File: src/rtl/circ_buf_trig_sched.sv
// Trigger scheduler: turns accepted triggers into circular-buffer start addresses queued in an FWFT FIFO.
// Enqueue occurs post_len cycles after the trigger; a full FIFO drops the entry unless a pop frees a slot that same cycle.
module circ_buf_trig_sched_fifo #(
   parameter int W     = 8,
   parameter int DEPTH = 4
) (
   input  logic         clk,
   input  logic         reset,
   input  logic         flush,
   input  logic         wr_vld,
   input  logic [W-1:0] wr_dat,
   output logic         wr_acc,
   input  logic         rd_rdy,
   output logic         rd_vld,
   output logic [W-1:0] rd_dat
);
   localparam int AW = (DEPTH > 1) ? $clog2(DEPTH) : 1;
   localparam logic [AW:0] FULL_CNT = (AW+1)'(DEPTH);

   logic [W-1:0]  mem [DEPTH];
   logic [AW-1:0] wr_ptr, rd_ptr, rd_ptr_inc;
   logic [AW:0]   count, count_nxt;
   logic          full, do_push, do_pop;
   logic [W-1:0]  head_nxt;

   assign full       = (count == FULL_CNT);
   assign do_pop     = rd_rdy && (count != '0);
   assign do_push    = wr_vld && (!full || rd_rdy);
   assign wr_acc     = do_push;
   assign rd_ptr_inc = rd_ptr + AW'(1);
   assign count_nxt  = count + (AW+1)'(do_push) - (AW+1)'(do_pop);

   // Head is kept in its own register so the FWFT output is a flop, not a memory mux.
   always_comb begin
      head_nxt = rd_dat;
      if (do_pop)
         head_nxt = (count == (AW+1)'(1)) ? wr_dat : mem[rd_ptr_inc];
      else if ((count == '0) && do_push)
         head_nxt = wr_dat;
   end

   always_ff @(posedge clk or posedge reset) begin
      if (reset) begin
         wr_ptr <= '0;
         rd_ptr <= '0;
         count  <= '0;
         rd_vld <= 1'b0;
         rd_dat <= '0;
      end else if (flush) begin
         wr_ptr <= '0;
         rd_ptr <= '0;
         count  <= '0;
         rd_vld <= 1'b0;
         rd_dat <= '0;
      end else begin
         if (do_push)
            wr_ptr <= wr_ptr + AW'(1);
         if (do_pop)
            rd_ptr <= rd_ptr_inc;
         count  <= count_nxt;
         rd_vld <= (count_nxt != '0);
         rd_dat <= head_nxt;
      end
   end

   always_ff @(posedge clk) begin
      if (do_push && !flush)
         mem[wr_ptr] <= wr_dat;
   end
endmodule

module circ_buf_trig_sched #(
   parameter int ADDR_W     = 12,
   parameter int FIFO_DEPTH = 4,
   parameter int CNT_W      = 16
) (
   input  logic              clk,
   input  logic              reset,
   input  logic              trig_pulse,
   input  logic              acq_armed,
   input  logic              flush,
   input  logic              clear_cnt,
   input  logic [ADDR_W-1:0] wr_addr,
   input  logic [ADDR_W-1:0] pre_trig,
   input  logic [ADDR_W-1:0] wfm_len,
   input  logic              trig_addr_rd_en,
   output logic [ADDR_W-1:0] trig_addr,
   output logic              trig_addr_valid,
   output logic              busy,
   output logic              overflow,
   output logic [CNT_W-1:0]  accept_cnt,
   output logic [CNT_W-1:0]  drop_cnt
);
   typedef enum logic {IDLE, WAIT} state_t;

   state_t            state, state_nxt;
   logic [ADDR_W-1:0] start_q, start_nxt, post_cnt, post_nxt, post_len;
   logic              holdoff, push, push_acc, full_drop;

   // A post-trigger length of zero or less still needs one cycle to land the push.
   assign post_len  = (pre_trig >= wfm_len) ? ADDR_W'(1) : (wfm_len - pre_trig);
   assign full_drop = push && !push_acc;

   always_comb begin
      state_nxt = state;
      start_nxt = start_q;
      post_nxt  = post_cnt;
      holdoff   = 1'b0;
      push      = 1'b0;
      if (flush) begin
         state_nxt = IDLE;
      end else if (state == IDLE) begin
         if (trig_pulse && acq_armed) begin
            state_nxt = WAIT;
            start_nxt = wr_addr - pre_trig;
            post_nxt  = post_len;
         end
      end else if (!acq_armed) begin
         state_nxt = IDLE;
      end else begin
         holdoff  = trig_pulse;
         post_nxt = post_cnt - ADDR_W'(1);
         if (post_cnt == ADDR_W'(1)) begin
            push      = 1'b1;
            state_nxt = IDLE;
         end
      end
   end

   always_ff @(posedge clk or posedge reset) begin
      if (reset) begin
         state    <= IDLE;
         start_q  <= '0;
         post_cnt <= '0;
         busy     <= 1'b0;
      end else begin
         state    <= state_nxt;
         start_q  <= start_nxt;
         post_cnt <= post_nxt;
         busy     <= (state_nxt == WAIT);
      end
   end

   always_ff @(posedge clk or posedge reset) begin
      if (reset) begin
         accept_cnt <= '0;
         drop_cnt   <= '0;
         overflow   <= 1'b0;
      end else begin
         if (clear_cnt) begin
            accept_cnt <= '0;
            drop_cnt   <= '0;
         end else begin
            if (push_acc && (accept_cnt != '1))
               accept_cnt <= accept_cnt + CNT_W'(1);
            if ((holdoff || full_drop) && (drop_cnt != '1))
               drop_cnt <= drop_cnt + CNT_W'(1);
         end
         if (flush)
            overflow <= 1'b0;
         else if (full_drop)
            overflow <= 1'b1;
      end
   end

   circ_buf_trig_sched_fifo #(
      .W     (ADDR_W),
      .DEPTH (FIFO_DEPTH)
   ) u_fifo (
      .clk    (clk),
      .reset  (reset),
      .flush  (flush),
      .wr_vld (push),
      .wr_dat (start_q),
      .wr_acc (push_acc),
      .rd_rdy (trig_addr_rd_en),
      .rd_vld (trig_addr_valid),
      .rd_dat (trig_addr)
   );
endmodule
File: config.mk
export PLATFORM = sky130hd
export DESIGN_NAME = circ_buf_trig_sched
export DESIGN_NICKNAME = d
export VERILOG_FILES = /design/src/rtl/circ_buf_trig_sched.sv
export SDC_FILE = /design/constraint.sdc
export NUM_CORES = 1
export LEC_CHECK = 0
export CORE_ASPECT_RATIO = 1.2
export CORE_MARGIN = 5
export CORE_UTILIZATION = 60
export DETAILED_ROUTE_END_ITERATION = 7
export GPL_TIMING_DRIVEN = 0
export PLACE_DENSITY = 0.86
export SYNTH_ARGS = -nofsm -noshare
export SYNTH_HDL_FRONTEND = slang
export SYNTH_SLANG_ARGS = --single-unit
File: constraint.sdc
create_clock -name clk -period 7 [get_ports clk]
set_input_delay 1.05 -clock clk [delete_from_list [all_inputs] [get_ports clk]]
set_output_delay 1.05 -clock clk [all_outputs]
set_load 0.01 [all_outputs]
Word level (Yosys, flattened, before mapping) --
Memories as Yosys holds them, arrays and structs flattened. Index checks and enable logic that the tools add are counted.
Storage, ports and cells: register bits 78, memory bits (writable) 48, bits of input ports 43, memories kept 1
Memories:
- u_fifo.mem | depth 4, bits a word 12, rd ports 1, clocked after memory_dff 0, wr ports 1, line 20 | logic [W-1:0] mem [DEPTH];
Cells by class: add/subtract/negate cells 9, magnitude comparators 1, eq/ne operators 6, mux-type cells 34, bitwise logic cells 2, reduce and logical (&&, ||, !) cells 25
Operator list (number):
- $mux W12 | 8
- $mux W16 | 4
- $add A16 B1 Y16 const B | 2
- $ne A16 B16 Y1 const B | 2
- $sub A12 B12 Y12 | 2
- $mux W1 | 17
- $eq A12 B1 Y1 const B | 1
- $ge A12 B12 Y1 | 1
- $reduce_bool A2 Y1 | 6
- $sub A12 B1 Y12 const B | 1
- $reduce_bool A3 Y1 | 3
- $logic_and A1 B1 Y1 | 8
- $mux W2 | 4
- $reduce_and A3 Y1 | 2
- $add A2 B1 Y2 const B | 2
- $add A3 B1 Y3 | 1
- $eq A3 B1 Y1 const B | 1
- $eq A3 B3 Y1 const B | 1
- $logic_not A1 Y1 | 3
- $logic_not A3 Y1 | 1
- $mux W3 | 1
- $sub A3 B1 Y3 | 1
- $logic_or A1 B1 Y1 | 2
- $ne A2 B2 Y1 const B | 1
- $not A1 Y1 | 2

Depth between registers and ports, before layout --
Gate-level depths: netlist of run 1.
depth in word-level cells 12, gate-level depth with buffers 13

Cells and area by module --
A second synthesis of run 1 with hierarchy kept.
Unflattened totals: cells, all modules 639, area total of the unflattened synthesis 6839.1 um^2
By module, submodules not included:
- circ_buf_trig_sched | instances 1, cells an instance 458, area each 4006.3 um^2, seq. area each 1451.4 um^2
- circ_buf_trig_sched_fifo | instances 1, cells an instance 181, area each 2832.7 um^2, seq. area each 1941.9 um^2

Least setup slack after synthesis of run 1 --
Ideal clock, no wire load.
kind in2reg, from input acq_armed, to register u_fifo.rd_vld, data arrival time 3.116 ns, required time 6.863 ns, slack 3.747 ns, stages on the path 12, cell sequence nor2b_1 > clkbuf_1 > nand2_1 > or3b_1 > clkbuf_1 > inv_1 > ha_1 > inv_1 > fa_1 > xor2_1 > xnor2_1 > a31oi_1
Between the ends: cells in the longest elaborated chain, start to end 8
RTL lines:
- start, declared | line 80 | input logic acq_armed,
- $mux W1 | line 118 | end else if (!acq_armed) begin
- $mux W1 | line 112 | end else if (state == IDLE) begin
- $mux W1 | line 110 | if (flush) begin
- $logic_and A1 B1 Y1 | line 28 | assign do_push = wr_vld && (!full || rd_rdy);
- $add A3 B1 Y3 | line 31 | assign count_nxt = count + (AW+1)'(do_push) - (AW+1)'(do_pop);
- $sub A3 B1 Y3 | line 31
- $reduce_bool A3 Y1 | line 61 | rd_vld <= (count_nxt != '0);
- $mux W1 | line 49 | end else if (flush) begin
- end signal, assigned | line 61
- end, declared | line 14 | output logic rd_vld,
Every way passes these cells. A chain may end at the register's enable or synchronous reset.

Worst setup path after layout of run 1 --
from input flush, to register u_fifo.rd_vld
Between the ends: cells in the longest elaborated chain, start to end 6
RTL lines:
- start, declared | line 81 | input logic flush,
- $mux W1 | line 110
- $logic_and A1 B1 Y1 | line 28
- $add A3 B1 Y3 | line 31
- $sub A3 B1 Y3 | line 31
- $reduce_bool A3 Y1 | line 61
- $mux W1 * | line 49
Mark *: on every way between the ends. The rest lies on a longest branch, timed or not.

==> results of run 1 <==
==> critical path, stage by stage <==
cell	delay [ns]
clkdlybuf4s50_1	0.49
nor2b_1	0.14
clkbuf_1	0.30
nand2_1	0.22
or3b_1	0.40
clkbuf_1	0.23
inv_1	0.19
ha_1	0.17
inv_1	0.05
fa_1	0.38
xor2_1	0.17
xnor2_1	0.23
a31oi_1	0.11
==> metal layers <==
layer	vias to the layer above	wire length, µm
li1	2623	-
met1	2740	6670
met2	246	9290
met3	47	1040
met4	0	442
met5	-	0
==> per-stage QoR <==
| step | total power, mW | setup WS, ns | hold WS, ns | utilization |
|---|---|---|---|---|
| after floorplan | 1.36 | 3.75 | 0.496 | - |
| after global placement | 1.53 | 2.82 | 0.489 | 0.701 |
| after detailed placement | 1.57 | 2.82 | 0.496 | 0.704 |
| after CTS | 2.49 | 3.19 | 0.509 | 0.757 |
| after global routing | 2.60 | 2.83 | 0.526 | 0.757 |
| final | 2.49 | 3.15 | 0.501 | 0.757 |
==> synth_stat cells, types with 3 or more instances <==
library cell  count  area share
nand2b_1          7      0.0063
nand3_1          23       0.017
mux4_2           12       0.039
o211ai_1          4      0.0043
nand4_1           6      0.0054
a211oi_1          3      0.0032
o21ai_0          41       0.029
edfxtp_1         48        0.21
o21a_1            6      0.0065
nor3_1           22       0.016
xnor2_1          25       0.031
dfrtp_1          78        0.28
mux2_2           19       0.031
mux2i_1           3      0.0043
a21o_1            4      0.0043
nor2_1           66       0.036
and2_1            4      0.0036
or4_1             4      0.0043
or3_1             3      0.0027
nand2_1          69       0.037
nor4_1            8      0.0072
fa_1              3      0.0086
clkbuf_1         19       0.010
xor2_1           17       0.021
a21oi_1          32       0.023
a22oi_1           9      0.0097
nor2b_1           7      0.0063
inv_1            36       0.019
ha_1             33       0.059
o31ai_1           9      0.0097
==> state kept, by name, indices dropped and copies added, names as in the netlist <==
signal	count
state	1
start_q	12
u_fifo.wr_ptr	2
accept_cnt	16
post_cnt	12
u_fifo.count	3
u_fifo.mem	48
u_fifo.rd_ptr	2
u_fifo.rd_dat	12
drop_cnt	16
u_fifo.rd_vld	1
overflow	1
==> final timing paths <==
kind / startpoint / endpoint / slack (ns) / depth (start not counted)
max: flush / u_fifo.rd_vld$_DFF_PP0_ / 3.15 / 13
min: u_fifo.rd_dat[11]$_DFFE_PP0P_ / u_fifo.rd_dat[11]$_DFFE_PP0P_ / 0.50 / 1
max reg2reg: post_cnt[1]$_DFFE_PP0P_ / u_fifo.rd_vld$_DFF_PP0_ / 3.85 / 13
min reg2reg: u_fifo.rd_dat[11]$_DFFE_PP0P_ / u_fifo.rd_dat[11]$_DFFE_PP0P_ / 0.50 / 1
max in group asynchronous: reset / u_fifo.rd_dat[0]$_DFFE_PP0P_ / 5.45 / 3
min in group asynchronous: reset / drop_cnt[14]$_DFFE_PP0P_ / 1.00 / 2
==> power by group through the flow <==
| stage | Clock [mW] | Combinational, mW | Sequential (mW) |
|---|---|---|---|
| 3_3_place_gp | 0 | 0.543 | 0.985 |
| 2_1_floorplan | 0 | 0.386 | 0.978 |
| 5_1_grt | 0.951 | 0.648 | 1.01 |
| 4_1_cts | 0.913 | 0.586 | 0.986 |
| 6_report | 0.911 | 0.586 | 0.991 |
| 3_5_place_dp | 0 | 0.572 | 0.997 |
==> layout make-up <==
cell class                      instances  area [µm²]
Timing Repair Buffer                   89         908
Clock buffer                           19         453
Tap cell                              157         196
Inverter                               36         138
Buffer                                 24         100
Clock inverter                         13         161
Fill cell                             724        2780
Multi-Input combinational cell        478        3330
Sequential cell                       126        3390
==> logic make-up (layout without fill, tap and decap cells) <==
kind of cell             after synthesis  count (layout)  synth area share
adder cells (fa/ha/maj)               36              36            0.0680
AND/OR/NAND/NOR                      238             238             0.167
flip-flops                           126             126             0.488
XOR/XNOR                              42              42            0.0529
AO/OA/AOI/OAI                        128             128             0.116
multiplexers                          34              34            0.0739
buffers and inverters                 60             181            0.0338
==> impl_results.md, run 1 <==
- Final critical-path required period: ~3.9 ns
- Layout cell share with drive strength beyond 1: 0.0981
- Area of the die: 13,900 µm²
- Clock-pin slew on the worst setup and hold paths: roughly 0.050 ns
- Dpl cell area: ~8100 µm²
- Avg Inst Size Synth: roughly 10 µm²
- I/O pin total: 90
- DRC Markers: 0
- Internal power: about 1.7 mW
- Port buffer count: between 80 and 90
- Routed Antenna Nets: 0
- Final TNS setup: 0 ns
- Fin. max-slew vios: 0
- Highest-count cells in the layout ignoring fill and taps: 88 x clkdlybuf4s50_1, 78 x dfrtp_1, 69 x nand2_1, 66 x nor2_1, 48 x edfxtp_1
- Distinct cells, synth: 63
- Worst min-delay path class: flop to flop
- Post-Layout Cell Count: 942
- Ys flop type: dfrtp_1
- Combinational share of power: 0.236
- Most common cell after layout, fill and taps aside: clkdlybuf4s50_1
- Reg power frac: 0.398
- Num rows: 43
- DIE HEIGHT: between 100 and 150 µm
- Crit end category: flop
- Worst slew pin tran: around 0.83 ns
- # diodes: 0
- Startpoint types: input port
- Vias in the first global route: 5,722
- Syn Std Cell Area: 6960 µm²
- Clock power share: 0.366
- CTS buffer count: 17
- Post-Place Cells: 910
- Vias per Instance: ~6.0
- Post-cts resize count: 0
- GRT busiest layer: met2
- P_sw: around 0.75 mW
- Endpoints failing setup: 0
- Maximum VDD drop: around 0.00018 V
- GRT overflow: 0
- Effective utilization at floorplan: 0.607
- GPL Wtd Cong: just under 0.9
- Final count of hold timing violations: 0
- Hold Buf Count CTS: 0
- Die width: 108 µm
- F_max: between 200 and 300 MHz
- First-pass GRT wire length: approximately 29 mm
- Post-Route WL: approximately 17 mm
- Final Skew: approximately 0.0053 ns
- Setup Buffers After CTS: 0
- Core Area: between 10,000 and 15,000 µm²
- GR Util met1: 0.314
- Rel. slew slack: 0.443
- EDFF count, synth: between 40 and 50
- Initial antenna violation count: 0
- CTS Sinks: approximately 130
- Switching share of total power: 0.302
- Crit share post-route: 0.550
- DR pass1 iterations: 5
- Max-cap violations: 0
- Final Cell Area: around 8700 µm²
- M3 GR Usage: 0.0479
- WP data required: 7.28 ns
- RSZ-0062 raised after global routing: no
- Syn Nets: 743
- Bufs on Longest Clock Path: 2
- Clk root buf: clkbuf_16
- Crit Path Category: input port to flop
- Met2 global-route usage: 0.478
- Via Count: about 5,700
- Flops & latches, synth: roughly 130
- Leak: between 3 and 4 nW
- Worst Path Max Fanout: 9
- Largest net degree at the start of global routing: between 40 and 50
- Yosys warnings: 0
- Layout net count: about 850
- Seq/Total Area, Yosys: 0.488
- Clk_lat worst skew: roughly 0.42 ns
- Mapped Cells: ~660
- CP arrival: slightly above 4 ns
- Synth async-reset ratio: 0.619
- Starting DRT DRC Count: 469
- Status: complete, no violations
- GR Util All Layers: 0.265
- H-tree levels: 4
- CTS tree: done
- Post-DR wirelength/cell: 18.5 µm
- Area grow syn2layout: 24.7%
- Detailed Place HPWL: roughly 12 mm
- Power per cell area: ~290 nW/µm²
No activity file was read; power rests on OpenSTA's default activity.
==> inputs of run 2 (changes only) <==
CORE_UTILIZATION = 56   (was 60)
PLACE_DENSITY = 0.81   (was 0.86)
clock period = 4 ns   (was 7 ns; I/O delays follow)
==> impl_results.md, run 2 (synthesis gave the netlist of run 1 again) <==
- Status: complete, no violations
- Max-cap violations: 0
- # diodes: 0
- DRC Markers: 0
- First-pass GRT wire length: approximately 28 mm
- Clk root buf: clkbuf_16
- Highest-count cells in the layout ignoring fill and taps: 88 x clkdlybuf4s50_1, 78 x dfrtp_1, 69 x nand2_1, 66 x nor2_1, 48 x edfxtp_1
- DIE HEIGHT: 132 µm
- Via Count: around 5,600
- GR Util All Layers: 0.231
- Core Util, Final: 0.714
- Largest net degree at the start of global routing: 52
- Post-cts resize count: 0
- Bufs on Longest Clock Path: 2
- Clock power share: 0.372
- Internal power: a little over 3 mW
- Dpl ws: between 0.3 and 0.4 ns
- F_max: 298 MHz
- CTS Sinks: 126
- Post-route setup slack: approximately 0.65 ns
- Switching share of total power: 0.294
- Area of the die: approximately 15,000 µm²
- Crit share post-route: 0.838
- I/O pin total: 90
- Layout net count: approximately 850
- Final count of hold timing violations: 0
- GRT overflow: 0
- CTS buffer count: 17
- Most common cell after layout, fill and taps aside: clkdlybuf4s50_1
- Worst min-delay path class: flop to flop
- Worst path max stage delay: roughly 0.50 ns
- Setup Buffers After CTS: 0
- Effective utilization at floorplan: 0.572
- Worst slew pin tran: ~0.84 ns
- Num rows: 44
- R2r worst-path depth: 12
- Clock-pin slew on the worst setup and hold paths: roughly 0.050 ns
- GPL Wtd Cong: 0.877
- Number of flip-flops under the largest register name: 48
- Die width: between 100 and 150 µm
- Port buffer count: 88
- CP arrival: about 3.6 ns
- Endpoints failing setup: 0
- Maximum VDD drop: roughly 0.00035 V
- Routed Antenna Nets: 0
- WP data required: 4.27 ns
- Worst Path Max Fanout: 9
- Hold path cells: 1
- Starting DRT DRC Count: 383
- H-tree levels: 4
- Post-Route WL: between 15 and 20 mm
- Vias in the first global route: 5,679
- Hold Buf Count CTS: 0
- Area grow syn2layout: 24.9%
- Post-DR wirelength/cell: roughly 17 µm
- Reg power frac: 0.397
- Crit end category: flop
- Crit Path Category: input port to flop
- Power per cell area: around 500 nW/µm²
- RSZ-0062 raised after global routing: no
- Final TNS setup: 0 ns
- CTS tree: done
- Startpoint types: input port
- Initial antenna violation count: 0
- Fin. max-slew vios: 0
- Leak: about 3.5 nW
- Vias per Instance: just under 6
- P_sw: approximately 1.3 mW
- Final Skew: around 0.0087 ns
- Final critical-path required period: 3.35 ns
- Core Area: between 10,000 and 15,000 µm²
- Combinational share of power: 0.231
- Crit-path slowest cell: clkdlybuf4s50_1
- Chain of cells forming the critical path: clkdlybuf4s50_1, nor2b_1, clkbuf_1, nand2_1, or3b_1, clkbuf_1, inv_1, ha_1, inv_1, fa_1, xor2_1, xnor2_1, a31oi_1
- Layout cell share with drive strength beyond 1: 0.0968
- Regs by FF count: u_fifo.mem: 48 flops, accept_cnt: 16 flops, drop_cnt: 16 flops
- Detailed Place HPWL: 12.0 mm
- Rel. slew slack: 0.439
- Largest reg by FF count: u_fifo.mem
- Clk_lat worst skew: between 0.4 and 0.5 ns
- DR pass1 iterations: 5
## run 2: layout make-up
cell class	instances	area (µm²)
Multi-Input combinational cell	478	3330
Timing Repair Buffer	89	908
Fill cell	867	3480
Buffer	24	100
Clock buffer	18	429
Inverter	36	138
Clock inverter	14	191
Tap cell	161	201
Sequential cell	126	3390
## run 2: critical path: cells and delay by family
family	cells	cell delay, ns
buffers and inverters	5	1.25
AND/OR/NAND/NOR	3	0.74
adder cells (fa/ha/maj)	2	0.53
XOR/XNOR	2	0.39
AO/OA/AOI/OAI	1	0.12
## run 2: final timing paths
kind / slack [ns] / to / startpoint
max: 0.65 / u_fifo.rd_vld$_DFF_PP0_ / flush
min: 0.50 / u_fifo.rd_dat[9]$_DFFE_PP0P_ / u_fifo.rd_dat[9]$_DFFE_PP0P_
max reg2reg: 0.92 / u_fifo.rd_vld$_DFF_PP0_ / post_cnt[2]$_DFFE_PP0P_
min reg2reg: 0.50 / u_fifo.rd_dat[9]$_DFFE_PP0P_ / u_fifo.rd_dat[9]$_DFFE_PP0P_
max in group asynchronous: 2.90 / start_q[4]$_DFFE_PP0P_ / reset
min in group asynchronous: 0.53 / accept_cnt[0]$_DFFE_PP0P_ / reset
## run 2: power groups by stage
stage	clock network [mW]	registers [mW]	logic, mW
after floorplan	0	1.71	0.675
after global placement	0	1.72	0.951
after detailed placement	0	1.74	0.995
after CTS	1.62	1.72	1.01
after global routing	1.70	1.75	1.11
final	1.62	1.72	1.00
## run 2: layer usage
metal	share of wire	GRT usage	up-vias	routed length, µm
met3	0.062	0.0551	36	1020
met1	0.41	0.286	2709	6740
met5	0	0	-	0
met4	0.021	0.0852	0	351
met2	0.51	0.392	200	8440
li1	-	-	2623	-
## run 2: metrics by stage
step / power, mW / instances / cell area, µm² / hold WS (ns)
5_1_grt: 4.56 / 946 / 8690 / 0.524
4_1_cts: 4.35 / 946 / 8690 / 0.510
6_report: 4.34 / 946 / 8690 / 0.505
2_1_floorplan: 2.39 / 664 / 6960 / 0.496
3_5_place_dp: 2.74 / 914 / 8070 / 0.500
3_3_place_gp: 2.67 / 913 / 8040 / 0.490
